==> src/rtl/spi_pkg.sv <==
// spi_pkg: constants and types shared by the SPI master and its shift register.
//   OP_*    : 2-bit opcode found in cmd_word[WORD_W-1 -: 2]
//   state_t : master FSM state encoding
//   CNT_W   : width of the per-state bit counter
package spi_pkg;

    localparam logic [1:0] OP_WR_ADDR = 2'b00;
    localparam logic [1:0] OP_WR_DATA = 2'b01;
    localparam logic [1:0] OP_RD_ADDR = 2'b10;
    localparam logic [1:0] OP_RD_DATA = 2'b11;

    localparam int CNT_W = 4;

    typedef enum logic [2:0] {
        ST_IDLE    = 3'd0,
        ST_SELECT  = 3'd1,
        ST_CMD     = 3'd2,
        ST_SHIFT   = 3'd3,
        ST_WAIT    = 3'd4,
        ST_CAPTURE = 3'd5,
        ST_DESEL   = 3'd6
    } state_t;

endpackage

==> src/rtl/spi_shift_reg.sv <==
// spi_shift_reg: parallel-load shift register, MSB-first serial out, serial-in
// at the LSB. One register serves both directions: the command word leaves
// from the top while captured read bits enter at the bottom.
//   clk_i, rst_i : clock, async active-high reset
//   load_i       : load load_val_i (has priority over shift_i)
//   shift_i      : shift left one bit, ser_i enters at bit 0
//   ser_o        : current MSB
//   cap_o        : low CAP_W bits (most recent serial-in bits)
module spi_shift_reg #(
    parameter int W     = 10,
    parameter int CAP_W = 7
) (
    input  logic             clk_i,
    input  logic             rst_i,
    input  logic             load_i,
    input  logic [W-1:0]     load_val_i,
    input  logic             shift_i,
    input  logic             ser_i,
    output logic             ser_o,
    output logic [CAP_W-1:0] cap_o
);

    logic [W-1:0] sr_q;

    always_ff @(posedge clk_i or posedge rst_i) begin
        if (rst_i)        sr_q <= '0;
        else if (load_i)  sr_q <= load_val_i;
        else if (shift_i) sr_q <= {sr_q[W-2:0], ser_i};
    end

    assign ser_o = sr_q[W-1];
    assign cap_o = sr_q[CAP_W-1:0];

endmodule

==> src/rtl/spi_master.sv <==
// spi_master: single-clock SPI master. Sends a WORD_W-bit command MSB first;
// for RD_DATA opcodes it waits RD_LAT cycles and then captures DATA_W bits
// from MISO. The slave shifts on CLK itself.
//   CLK, rst             : clock, async active-high reset
//   cmd_valid/cmd_ready  : command handshake (ready only in IDLE)
//   cmd_word             : frame to send
//   SS_n, MOSI, MISO     : SPI wires
//   rd_data/rd_valid     : captured read byte and its one-cycle strobe
//   done                 : one-cycle strobe at the end of every frame
// DATA_W must not exceed WORD_W: capture reuses the command shift register.
module spi_master
    import spi_pkg::*;
#(
    parameter int WORD_W = 10,
    parameter int DATA_W = 8,
    parameter int RD_LAT = 2
) (
    input  logic              CLK,
    input  logic              rst,
    input  logic              cmd_valid,
    output logic              cmd_ready,
    input  logic [WORD_W-1:0] cmd_word,
    output logic              SS_n,
    output logic              MOSI,
    input  logic              MISO,
    output logic [DATA_W-1:0] rd_data,
    output logic              rd_valid,
    output logic              done
);

    localparam logic [CNT_W-1:0] SHIFT_LAST = CNT_W'(WORD_W - 1);
    localparam logic [CNT_W-1:0] WAIT_LAST  = CNT_W'((RD_LAT > 0) ? RD_LAT - 1 : 0);
    localparam logic [CNT_W-1:0] CAP_LAST   = CNT_W'(DATA_W - 1);

    state_t             state_q;
    logic [CNT_W-1:0]   cnt_q;
    logic [1:0]         op_q;
    logic               ss_n_q, mosi_q, done_q, rd_valid_q;
    logic [DATA_W-1:0]  rd_data_q;

    logic               sr_load, sr_shift, sr_in, sr_msb;
    logic [DATA_W-2:0]  sr_cap;

    // The shift register is advanced one cycle ahead of the MOSI flop, so its
    // MSB is always the bit MOSI must show in the following cycle.
    assign sr_load  = (state_q == ST_IDLE) && cmd_valid;
    assign sr_shift = (state_q == ST_CMD) || (state_q == ST_SHIFT) || (state_q == ST_CAPTURE);
    assign sr_in    = (state_q == ST_CAPTURE) && MISO;

    spi_shift_reg #(
        .W    (WORD_W),
        .CAP_W(DATA_W - 1)
    ) u_sr (
        .clk_i     (CLK),
        .rst_i     (rst),
        .load_i    (sr_load),
        .load_val_i(cmd_word),
        .shift_i   (sr_shift),
        .ser_i     (sr_in),
        .ser_o     (sr_msb),
        .cap_o     (sr_cap)
    );

    always_ff @(posedge CLK or posedge rst) begin
        if (rst) begin
            state_q    <= ST_IDLE;
            cnt_q      <= '0;
            op_q       <= OP_WR_ADDR;
            ss_n_q     <= 1'b1;
            mosi_q     <= 1'b0;
            done_q     <= 1'b0;
            rd_valid_q <= 1'b0;
            rd_data_q  <= '0;
        end else begin
            done_q     <= 1'b0;
            rd_valid_q <= 1'b0;
            cnt_q      <= cnt_q + 1'b1;
            unique case (state_q)
                ST_IDLE: begin
                    cnt_q <= '0;
                    if (cmd_valid) begin
                        state_q <= ST_SELECT;
                        op_q    <= cmd_word[WORD_W-1 -: 2];
                        ss_n_q  <= 1'b0;
                    end
                end
                ST_SELECT: begin
                    state_q <= ST_CMD;
                    cnt_q   <= '0;
                    mosi_q  <= sr_msb;
                end
                ST_CMD: begin
                    state_q <= ST_SHIFT;
                    cnt_q   <= '0;
                    mosi_q  <= sr_msb;
                end
                ST_SHIFT: begin
                    if (cnt_q == SHIFT_LAST) begin
                        cnt_q  <= '0;
                        mosi_q <= 1'b0;
                        if (op_q == OP_RD_DATA) begin
                            state_q <= (RD_LAT == 0) ? ST_CAPTURE : ST_WAIT;
                        end else begin
                            state_q <= ST_DESEL;
                            ss_n_q  <= 1'b1;
                            done_q  <= 1'b1;
                        end
                    end else begin
                        mosi_q <= sr_msb;
                    end
                end
                ST_WAIT: begin
                    if (cnt_q == WAIT_LAST) begin
                        state_q <= ST_CAPTURE;
                        cnt_q   <= '0;
                    end
                end
                ST_CAPTURE: begin
                    if (cnt_q == CAP_LAST) begin
                        state_q    <= ST_DESEL;
                        cnt_q      <= '0;
                        ss_n_q     <= 1'b1;
                        done_q     <= 1'b1;
                        rd_valid_q <= 1'b1;
                        // Final MISO bit is taken straight from the pin, the
                        // earlier ones from the shift register.
                        rd_data_q  <= {sr_cap, MISO};
                    end
                end
                ST_DESEL: begin
                    state_q <= ST_IDLE;
                    cnt_q   <= '0;
                end
                default: begin
                    state_q <= ST_IDLE;
                    cnt_q   <= '0;
                    ss_n_q  <= 1'b1;
                    mosi_q  <= 1'b0;
                end
            endcase
        end
    end

    // Ready is a pure state decode, so it rises as soon as reset releases.
    assign cmd_ready = (state_q == ST_IDLE) && !rst;
    assign SS_n      = ss_n_q;
    assign MOSI      = mosi_q;
    assign done      = done_q;
    assign rd_valid  = rd_valid_q;
    assign rd_data   = rd_data_q;

endmodule

==> config.mk <==
export PLATFORM = sky130hd
export DESIGN_NAME = spi_master
export DESIGN_NICKNAME = d
export VERILOG_FILES = /design/src/rtl/spi_pkg.sv /design/src/rtl/spi_shift_reg.sv /design/src/rtl/spi_master.sv
export SDC_FILE = /design/constraint.sdc
export NUM_CORES = 1
export LEC_CHECK = 0
export BUFFER_PORTS_ARGS = -buffer_cell sky130_fd_sc_hd__buf_4
export CAP_MARGIN = 20
export CORE_ASPECT_RATIO = 0.5
export CORE_MARGIN = 1
export CORE_UTILIZATION = 25
export CTS_CLUSTER_DIAMETER = 100
export CTS_CLUSTER_SIZE = 12
export DETAILED_ROUTE_END_ITERATION = 10
export HOLD_SLACK_MARGIN = 0.15
export PLACE_DENSITY = 0.49
export SYNTH_ARGS = -nofsm -noshare
export SYNTH_HDL_FRONTEND = slang
export SYNTH_HIERARCHICAL = 1
export SYNTH_SLANG_ARGS = --single-unit
==> constraint.sdc <==
create_clock -name CLK -period 1.8 [get_ports CLK]
set_input_delay 0.18 -clock CLK [delete_from_list [all_inputs] [get_ports CLK]]
set_output_delay 0.18 -clock CLK [all_outputs]
set_load 0.01 [all_outputs]
==> results of run 1 <==
==> routing by layer <==
layer	vias to the layer above	GRT usage, %	part of all wire [%]
met2	17	17.04	46
met4	0	4.000	1.2
li1	543	-	-
met1	555	14.78	50
met5	-	0	0
met3	4	2.869	3.1
==> what timing repair did <==
| item | in CTS | in global routing |
|---|---|---|
| hold buffers | 11 | 0 |
| setup buffers | 0 | 2 |
| hold endpoints to repair | 27 | 0 |
| endpoints found under the setup margin | 0 | 8 |
==> registers in the layout, indices dropped and copies added, names as in the netlist <==
signal / flops
SS_n: 1
state_q: 3
rd_valid: 1
MOSI: 1
done: 1
u_sr/sr_q: 10
rd_data: 8
cnt_q: 4
op_q: 2
==> critical path: stages (launching register included) <==
cell,delay [ns]
dfrtp_1,0.50
buf_4,0.22
nor4_1,0.35
buf_4,0.20
==> worst paths after layout <==
kind / start / endpoint / depth (start not counted)
max: state_q[2]$_DFFE_PP0P_ / cmd_ready / 3
min: MISO / rd_data[0]$_DFFE_PP0P_ / 2
max reg2reg: cnt_q[1]$_DFF_PP0_ / cnt_q[3]$_DFF_PP0_ / 6
min reg2reg: cnt_q[0]$_DFF_PP0_ / cnt_q[0]$_DFF_PP0_ / 1
max in group asynchronous: rst / cnt_q[3]$_DFF_PP0_ / 4
min in group asynchronous: rst / MOSI$_DFFE_PP0N_ / 3
==> layout make-up <==
| type | count | share of cell area (%) |
|---|---|---|
| Multi-Input combinational cell | 82 | 31.34 |
| Clock inverter | 3 | 0.7317 |
| Sequential cell | 31 | 37.87 |
| Tap cell | 73 | 4.451 |
| Inverter | 6 | 1.098 |
| Timing Repair Buffer | 45 | 18.41 |
| Clock buffer | 5 | 6.098 |
==> metrics by stage <==
stage	setup slack (ns)	power [mW]	hold WS [ns]	cell area (sq um)	util, %
3_5_place_dp	0.09061	1.464	0.1965	1774	31.23
3_3_place_gp	0.1473	1.453	0.1886	1774	31.23
5_1_grt	0.009800	2.409	0.1568	2052	36.12
6_report	0.08617	2.279	0.1525	2052	36.12
2_1_floorplan	0.2283	1.305	0.02018	1525	-
4_1_cts	0.07819	2.283	0.1522	2024	35.63
==> kinds of logic (layout without fill, tap and decap cells) <==
logic type,count (synthesis),in the layout
XOR/XNOR,2,2
AO/OA/AOI/OAI,25,25
multiplexers,21,21
AND/OR/NAND/NOR,32,32
buffers and inverters,20,59
flip-flops,31,31
adder cells (fa/ha/maj),2,2
==> Yosys cell counts, types with 2 or more instances <==
cell | instances | area (sq um)
dfrtp_1 | 30 | 750.7
mux2i_1 | 11 | 110.1
nand2_1 | 11 | 41.29
mux2_2 | 10 | 112.6
o21ai_1 | 9 | 45.04
buf_4 | 7 | 52.55
inv_1 | 6 | 22.52
buf_2 | 4 | 20.02
nor2_1 | 4 | 15.01
and3b_1 | 3 | 26.28
nand3b_1 | 3 | 22.52
a31oi_1 | 2 | 12.51
clkbuf_1 | 2 | 7.510
ha_1 | 2 | 25.02
nor3_1 | 2 | 10.01
==> report_power, final <==
| part | internal (mW) | leakage, nW | switching [mW] |
|---|---|---|---|
| Clock | 0.503 | 0.0733 | 0.289 |
| Sequential | 0.815 | 0.412 | 0.124 |
| Combinational | 0.305 | 0.561 | 0.242 |
==> flow_summary_export.csv, run 1 <==
group,metric,value,unit
pwr,power_density,1110,nW/um^2
final_layout,antennaDiodeCount,0,
floorplan,die-height,57.23,um
place,gp_congestion,0.7429,
grt,grt_overflow,0,
routing,drt_wl_total,3276,um
final_layout,multi_input_area,643.1,sq um
floorplan,dieArea,6436,sq um
synthesis,syn_nets,149,
final_layout,drive_gt1_share,34.88,%
sta,fin_crit_sh,95.21,%
job,drv_cap,0,
sta,worstMarginPinSlew,0.4197,ns
floorplan,fp.dieW,112.5,um
routing,drtPass1Iterations,6,
place,place_inst,224,
synthesis,syn_area_per_cell,11.47,sq um
setup_path,cp-start-kind,"register",
final_layout,finalNonFillerCells,245,
routing,viasPerCell,4.567,
synthesis,synth_simple_gate_area_share,12.55,%
cts,numCtsBuffers,5,
floorplan,core,5682,sq um
final_layout,final_cell_mix,"buf_4 (33), dfrtp_1 (30), mux2i_1 (11), nand2_1 (11), dlygate4sd3_1 (11)",
floorplan,start_util,26.84,%
synthesis,synth.area.mux_share,14.60,%
setup_path,critPathMaxFanout,11,
grt,grt_pass1_vias,1081,
final_layout,fill_cells,559,
floorplan,io_pins,27,
sta,setup_violations,0,
setup_path,crit_type,"reg2out",
synthesis,synth_cells,133,
synthesis,ys_ff_latch,31,
synthesis,async_flop_share,100.0,%
routing,wl_per_cell,13.37,um
synthesis,synth_edf_count,0,
sta,rsz0062_at_grt,"false",
synthesis,synth_compound_area_share,11.65,%
hold_path,hold_class,"in2reg",
floorplan,fp-row-count,19,
place,io_buffers,26,
grt,antenna_found_initial,0,
grt,grt_use_total,10.92,%
cts,clkSinkCount,31,
synthesis,synth-xor-area-share,1.148,%
pwr,p_leak,1.046,nW
sta,drv_slew,0,
sta,timing.setup.tns,0,ns
cts,htreeDepth,2,
routing,drc_errors,0,
pwr,peakVddDrop,0.4766,mV
cts,cts_tree,"built",
final_layout,syn_to_final_growth,34.54,%
setup_path,crit_required,1.62,ns
routing,vias,1119,
sta,timing.slew.headroom,71.99,%
setup_path,crit_arrival,1.53,ns
synthesis,ys_types,42,
cts,clk_latency,0.27,ns
setup_path,reg2reg_slack,0.12,ns
synthesis,synth-main-ff-cell,"dfrtp_1",
sta,post-route-min-period,1.714,ns
synthesis,syn-cell-area,1525,sq um
cts,post_cts_resized,0,
final_layout,seqCellArea,777.0,sq um
synthesis,yosysSeqAreaShare,50.94,%
sta,max_freq,0.5835,GHz
grt,grt_max_degree,21,
grt,grt_first_pass_wirelength,5368,um
place,dpl.hpwl,2270,um
cts,clk_pin_slew,0.05,ns
routing,drt_iter0_drc,67,
synthesis,synthAdderAreaFrac,1.641,%
final_layout,layout.nets,187,
status,outcome,"finished, final reports clean",
synthesis,synth_top_family_by_area,"multiplexers",
sta,finalHoldViolations,0,
cts,cts_root_buf,"clkbuf_16",
cts,cts.path.max_buffers,2,
synthesis,yosys_warnings,6,
routing,ant_nets,0,
setup_path,endpoint_kind,"output port",
sta,skew,0.003460,ns
final_layout,final_common_cell,"buf_4",
(Power assumes the default switching activity.)
==> inputs of run 2 (changes only) <==
==> constraint.sdc (replaced) <==
create_clock -name CLK -period 1.8 [get_ports CLK]
set_input_delay 0.09 -clock CLK [delete_from_list [all_inputs] [get_ports CLK]]
set_output_delay 0.09 -clock CLK [all_outputs]
set_load 0.01 [all_outputs]
==> flow_summary_export.csv, run 2 (same netlist as run 1, synthesis figures left out) <==
group,metric,value,unit
pwr,power_density,1120,nW/um^2
setup_path,cp-start-kind,"register",
routing,drc_errors,0,
place,place_area,1774,sq um
sta,timing.slew.headroom,69.60,%
final_layout,final_area,2041,sq um
final_layout,seqCellArea,777.0,sq um
grt,grt_overflow,0,
grt,grt_first_pass_wirelength,5361,um
final_layout,final_common_cell,"buf_4",
floorplan,start_util,26.84,%
grt,grt_use_total,10.76,%
final_layout,top_register,"u_sr/sr_q",
sta,post-route-min-period,1.714,ns
cts,cts_tree,"built",
final_layout,final_cell_mix,"buf_4 (32), dfrtp_1 (30), dlygate4sd3_1 (12)",
sta,whs,0.2704,ns
hold_path,hold_class,"in2reg",
place,io_buffers,26,
floorplan,fp-row-count,19,
sta,max_freq,0.5834,GHz
setup_path,max_stage_delay,0.45,ns
cts,post_cts_buffers,0,
final_layout,largest_reg_flops,10,
setup_path,crit_arrival,1.85,ns
final_layout,layout.nets,186,
grt,antenna_found_initial,0,
floorplan,io_pins,27,
floorplan,dieArea,6436,sq um
routing,drt_wl_total,3131,um
floorplan,fp.dieW,112.5,um
sta,worstMarginPinSlew,0.4560,ns
final_layout,finish.utilization,35.92,%
cts,numCtsBuffers,5,
sta,timing.setup.tns,0,ns
final_layout,syn_to_final_growth,33.80,%
routing,vias,1120,
cts,cts_root_buf,"clkbuf_16",
cts,cts.path.max_buffers,2,
sta,skew,0.003585,ns
setup_path,worstPathCellList,"inv_1, ha_2, or3b_2, a222oi_1, nor2_1",
cts,htreeDepth,2,
sta,fin_crit_sh,95.23,%
grt,grt_max_degree,21,
final_layout,antennaDiodeCount,0,
final_layout,multi_input_area,645.6,sq um
pwr,total_power,2.285,mW
routing,viasPerCell,4.609,
pwr,peakVddDrop,0.3584,mV
pwr,p_leak,1.035,nW
setup_path,cp_slowest_cell,"or3b_2",
setup_path,endpoint_kind,"register",
job,drv_cap,0,
setup_path,critPathMaxFanout,5,
final_layout,fill_cells,560,
setup_path,crit_type,"reg2reg",
cts,clk_latency,0.27,ns
routing,drtPass1Iterations,4,
cts,clkSinkCount,31,
sta,finalHoldViolations,0,
status,outcome,"finished, final reports clean",
sta,setup_violations,0,
place,gp_congestion,0.7555,
routing,ant_nets,0,
routing,drt_iter0_drc,50,
routing,wl_per_cell,12.88,um
setup_path,crit_required,1.93,ns
grt,grt_pass1_vias,1118,
sta,drv_slew,0,
cts,clk_pin_slew,0.05,ns
final_layout,drive_gt1_share,34.12,%
floorplan,core,5682,sq um
sta,rsz0062_at_grt,"false",
floorplan,die-height,57.23,um
place,dpl.hpwl,2241,um
[run 2: cell types whose count changed in the layout (fill, tap and decap cells not counted), sizes merged]
| cell | delta |
|---|---|
| buf | -2 |
| clkinv | -2 |
| dlygate4sd3 | +1 |
| clkbuf | +1 |
[run 2: layer usage]
layer  GRT usage, %  up-vias  wire length [um]
li1               -      546                 -
met1          13.80      552              1566
met2          17.48       18              1480
met3          2.869        4                57
met4          4.571        0                27
met5              0        -                 0
[run 2: final timing paths]
check                                    from                  to  slack, ns  depth (start not counted)
min in group asynchronous                 rst      done$_DFF_PP0_       0.36                          3
hold / removal                      cmd_valid    SS_n$_DFFE_PP1P_       0.27                          3
hold reg to reg              SS_n$_DFFE_PP1P_    SS_n$_DFFE_PP1P_       0.49                          2
setup / recovery           cnt_q[1]$_DFF_PP0_  cnt_q[3]$_DFF_PP0_       0.09                          5
max in group asynchronous                 rst  cnt_q[0]$_DFF_PP0_       0.92                          4
setup reg to reg           cnt_q[1]$_DFF_PP0_  cnt_q[3]$_DFF_PP0_       0.09                          5
[run 2: final cells by class]
cell class	count	area share [%]
Clock buffer	6	6.806
Timing Repair Buffer	44	17.66
Tap cell	73	4.476
Clock inverter	1	0.2452
Sequential cell	31	38.07
Inverter	6	1.104
Multi-Input combinational cell	82	31.64
[run 2: timing repair]
item	in CTS	in global routing
gates resized for setup	0	1
endpoints found under the hold margin	31	0
hold buffers	12	0
endpoints found under the setup margin	0	1
[run 2: stage by stage]
| step | std cells | worst slack, ns |
|---|---|---|
| final | 243 | 0.08581 |
| after global routing | 243 | 0.006925 |
| after CTS | 243 | 0.08747 |
| after detailed placement | 224 | 0.09201 |
| after global placement | 224 | 0.1468 |
| after floorplan | 133 | 0.2283 |
[run 2: worst max-delay path: cells and delay by family, from the launching register on]
kind / cells / cell delay [ns]
and+or+nand+nor: 2 / 0.55
AOI/OAI and AO/OA: 1 / 0.38
buffers and inverters: 1 / 0.07
DFF: 1 / 0.39
adders and majority gates: 1 / 0.20
[run 2: where the power goes]
group	leakage, nW	switching, mW	internal (mW)
logic	0.550	0.243	0.296
registers	0.412	0.121	0.816
clock network	0.0727	0.271	0.538
total	1.03	0.635	1.65
==> inputs of run 3 (changes only) <==
SYNTH_HIERARCHICAL = unset   (was 1)
==> flow_summary_export.csv, run 3 <==
group,metric,value,unit
cts,cts_root_buf,"clkbuf_16",
hold_path,worstHoldStart,"cmd_valid",
sta,skew,0.002281,ns
sta,rsz0062_at_grt,"false",
hold_path,hold_class,"in2reg",
cts,cts_tree,"built",
final_layout,drive_gt1_share,28.49,%
sta,fin_crit_sh,91.26,%
grt,grt_overflow,0,
cts,numCtsBuffers,5,
floorplan,die-height,55.88,um
setup_path,cp_slowest_cell,"dfrtp_1",
setup_path,reg2reg_depth,6,
synthesis,ys_ff_latch,31,
synthesis,synth_cells,134,
synthesis,syn_area_per_cell,10.83,sq um
setup_path,crit_type,"reg2reg",
synthesis,syn_nets,150,
final_layout,syn_to_final_growth,39.40,%
routing,drt_wl_total,3000,um
setup_path,r2r_end,"state_q[2]$_DFFE_PP0P_",
setup_path,reg2reg_slack,0.16,ns
setup_path,worstPathCellList,"inv_1, ha_1, and3b_1, o22ai_2, nor3_1, mux2_1",
synthesis,yosys_warnings,0,
place,gp_congestion,0.7197,
place,dp_worst_setup_slack,0.09972,ns
routing,drc_errors,0,
status,outcome,"finished, final reports clean",
grt,grt_use_total,11.62,%
grt,grt_first_pass_wirelength,5395,um
sta,max_freq,0.6088,GHz
routing,drt_iter0_drc,16,
synthesis,yosysTopAreaCell,"dfrtp_1",
synthesis,synth_common_cells,"dfrtp_1 (30), nand2_1 (18), o21ai_0 (12), mux2i_1 (9), mux2_2 (8)",
routing,vias,1108,
place,dpl.hpwl,2071,um
sta,finalHoldViolations,0,
synthesis,syn-cell-area,1451,sq um
pwr,peakVddDrop,0.4332,mV
setup_path,crit_required,1.95,ns
routing,wl_per_cell,11.90,um
synthesis,yosysMostFrequentCell,"dfrtp_1",
final_layout,antennaDiodeCount,0,
place,io_buffers,26,
final_layout,fill_cells,570,
sta,timing.slew.headroom,74.25,%
synthesis,synth_top_area_share,51.72,%
sta,drv_slew,0,
synthesis,yosysSeqAreaShare,53.53,%
final_layout,final_cell_mix,"buf_4 (31), dfrtp_1 (30), nand2_1 (18)",
floorplan,fp.dieW,109.8,um
cts,cts.path.max_buffers,2,
routing,drtPass1Iterations,4,
grt,grt_max_degree,32,
floorplan,io_pins,27,
floorplan,fp-row-count,19,
job,drv_cap,0,
sta,worstMarginPinSlew,0.3827,ns
pwr,p_leak,0.9662,nW
cts,clk_pin_slew,0.05,ns
final_layout,final_common_cell,"buf_4",
setup_path,rr_startpoint,"cnt_q[1]$_DFF_PP0_",
hold_path,whs_endpoint,"SS_n$_DFFE_PP1P_",
setup_path,max_stage_delay,0.39,ns
cts,clk_latency,0.27,ns
final_layout,top_register,"u_sr.sr_q",
setup_path,critPathMaxFanout,4,
setup_path,startpoint,"cnt_q[1]$_DFF_PP0_",
setup_path,cp-start-kind,"register",
final_layout,layout.nets,194,
final_layout,largest_reg_flops,10,
setup_path,crit_buf_inv,1,
synthesis,yosys-top-cells-area,"dfrtp_1 (52%), mux2i_1 (6.2%), mux2_2 (6.2%), nand2_1 (4.7%), o21ai_0 (4.1%)",
setup_path,endpoint_kind,"register",
cts,post_cts_buffers,0,
synthesis,synth_edf_count,0,
hold_path,whs_path_depth,3,
grt,grt_pass1_vias,1158,
synthesis,async_flop_share,100.0,%
final_layout,finish.utilization,36.53,%
cts,htreeDepth,2,
setup_path,crit_arrival,1.79,ns
setup_path,cp_top_family,"simple AND/OR/NAND/NOR gates",
sta,timing.setup.tns,0,ns
floorplan,dieArea,6133,sq um
sta,setup_violations,0,
routing,viasPerCell,4.397,
routing,ant_nets,0,
sta,post-route-min-period,1.643,ns
synthesis,synth-main-ff-cell,"dfrtp_1",
cts,clkSinkCount,31,
grt,antenna_found_initial,0,
floorplan,start_util,26.20,%
pwr,power_density,1397,nW/um^2
floorplan,core,5539,sq um
sta,worst_slack,0.1574,ns
synthesis,ys_types,38,
run 3: cell types whose count changed in the layout (fill, tap and decap cells not counted), sizes merged, moves of 2 or more:
cell / delta
a21oi: +3
inv: -2
mux2i: -2
nand2: +7
nand2b: +2
nor2: +2
run 3: repair_timing:
item,4_1_cts,5_1_grt
hold buffers,12,0
gates resized for setup,0,3
setup endpoints to repair,0,3
hold endpoints to repair,43,0
run 3: worst max-delay path by stage:
stage                               endpoint  slack (ns)  depth (start not counted)
finish                state_q[2]$_DFFE_PP0P_        0.16                          6
global route          state_q[2]$_DFFE_PP0P_        0.02                          6
CTS                   state_q[2]$_DFFE_PP0P_        0.08                          5
detailed placement    state_q[2]$_DFFE_PP0P_         0.1                          5
global placement    u_sr.sr_q[6]$_DFFE_PP0P_        0.16                          5
floorplan             state_q[2]$_DFFE_PP0P_        0.25                          5
run 3: worst register-to-register path, delay by kind of cell (launching register included):
family          cells  cell delay, ns
buf+inv             1            0.06
flops               1            0.39
mux                 1            0.34
simple gates        2            0.44
fa+ha+maj           1            0.16
compound gates      1            0.12
run 3: report_power, final:
group          internal, mW  switching, mW  total (mW)  leakage (nW)
clock network         0.509          0.286       0.795        0.0669
registers             0.896          0.191        1.09         0.407
logic                 0.491          0.454       0.944         0.492
run 3: area by class of cell:
cell class / count / area (sq um) / share of cell area [%]
sequential: 31 / 777.0 / 38.40
tap: 73 / 91.34 / 4.515
clock inverter: 2 / 12.51 / 0.6184
inverter: 4 / 15.01 / 0.7421
multi-input combinational: 92 / 625.6 / 30.92
timing repair buffer: 44 / 372.9 / 18.43
clock buffer: 6 / 128.9 / 6.370
run 3: routing by layer:
| layer | vias to the layer above | GRT usage [%] | share of wire, % | wire, um |
|---|---|---|---|---|
| li1 | 559 | - | - | - |
| met1 | 537 | 14.71 | 49 | 1481 |
| met2 | 10 | 18.60 | 47 | 1419 |
| met3 | 2 | 4.567 | 2.5 | 76 |
| met4 | 0 | 2.857 | 0.77 | 23 |
| met5 | - | 0 | 0 | 0 |
run 3: cell families (layout without fill, tap and decap cells):
logic type | count (synthesis) | count (layout) | share of synthesized area [%]
xor gates and xnor gates | 2 | 2 | 1.207
muxes | 18 | 18 | 13.19
AOI/OAI and AO/OA | 26 | 26 | 11.12
and+or+nand+nor | 44 | 44 | 15.35
buffers and inverters | 11 | 56 | 3.879
DFF | 31 | 31 | 53.53
adders and majority gates | 2 | 2 | 1.724
run 3: through the flow:
stage | power (mW) | instances | hold slack [ns] | cell area [sq um]
after CTS | 2.852 | 252 | 0.1601 | 2016
final | 2.827 | 252 | 0.1521 | 2023
after detailed placement | 2.017 | 232 | 0.2191 | 1754
after global routing | 3.041 | 252 | 0.1747 | 2023
after floorplan | 1.726 | 134 | 0.1928 | 1451
after global placement | 2.005 | 232 | 0.2136 | 1754
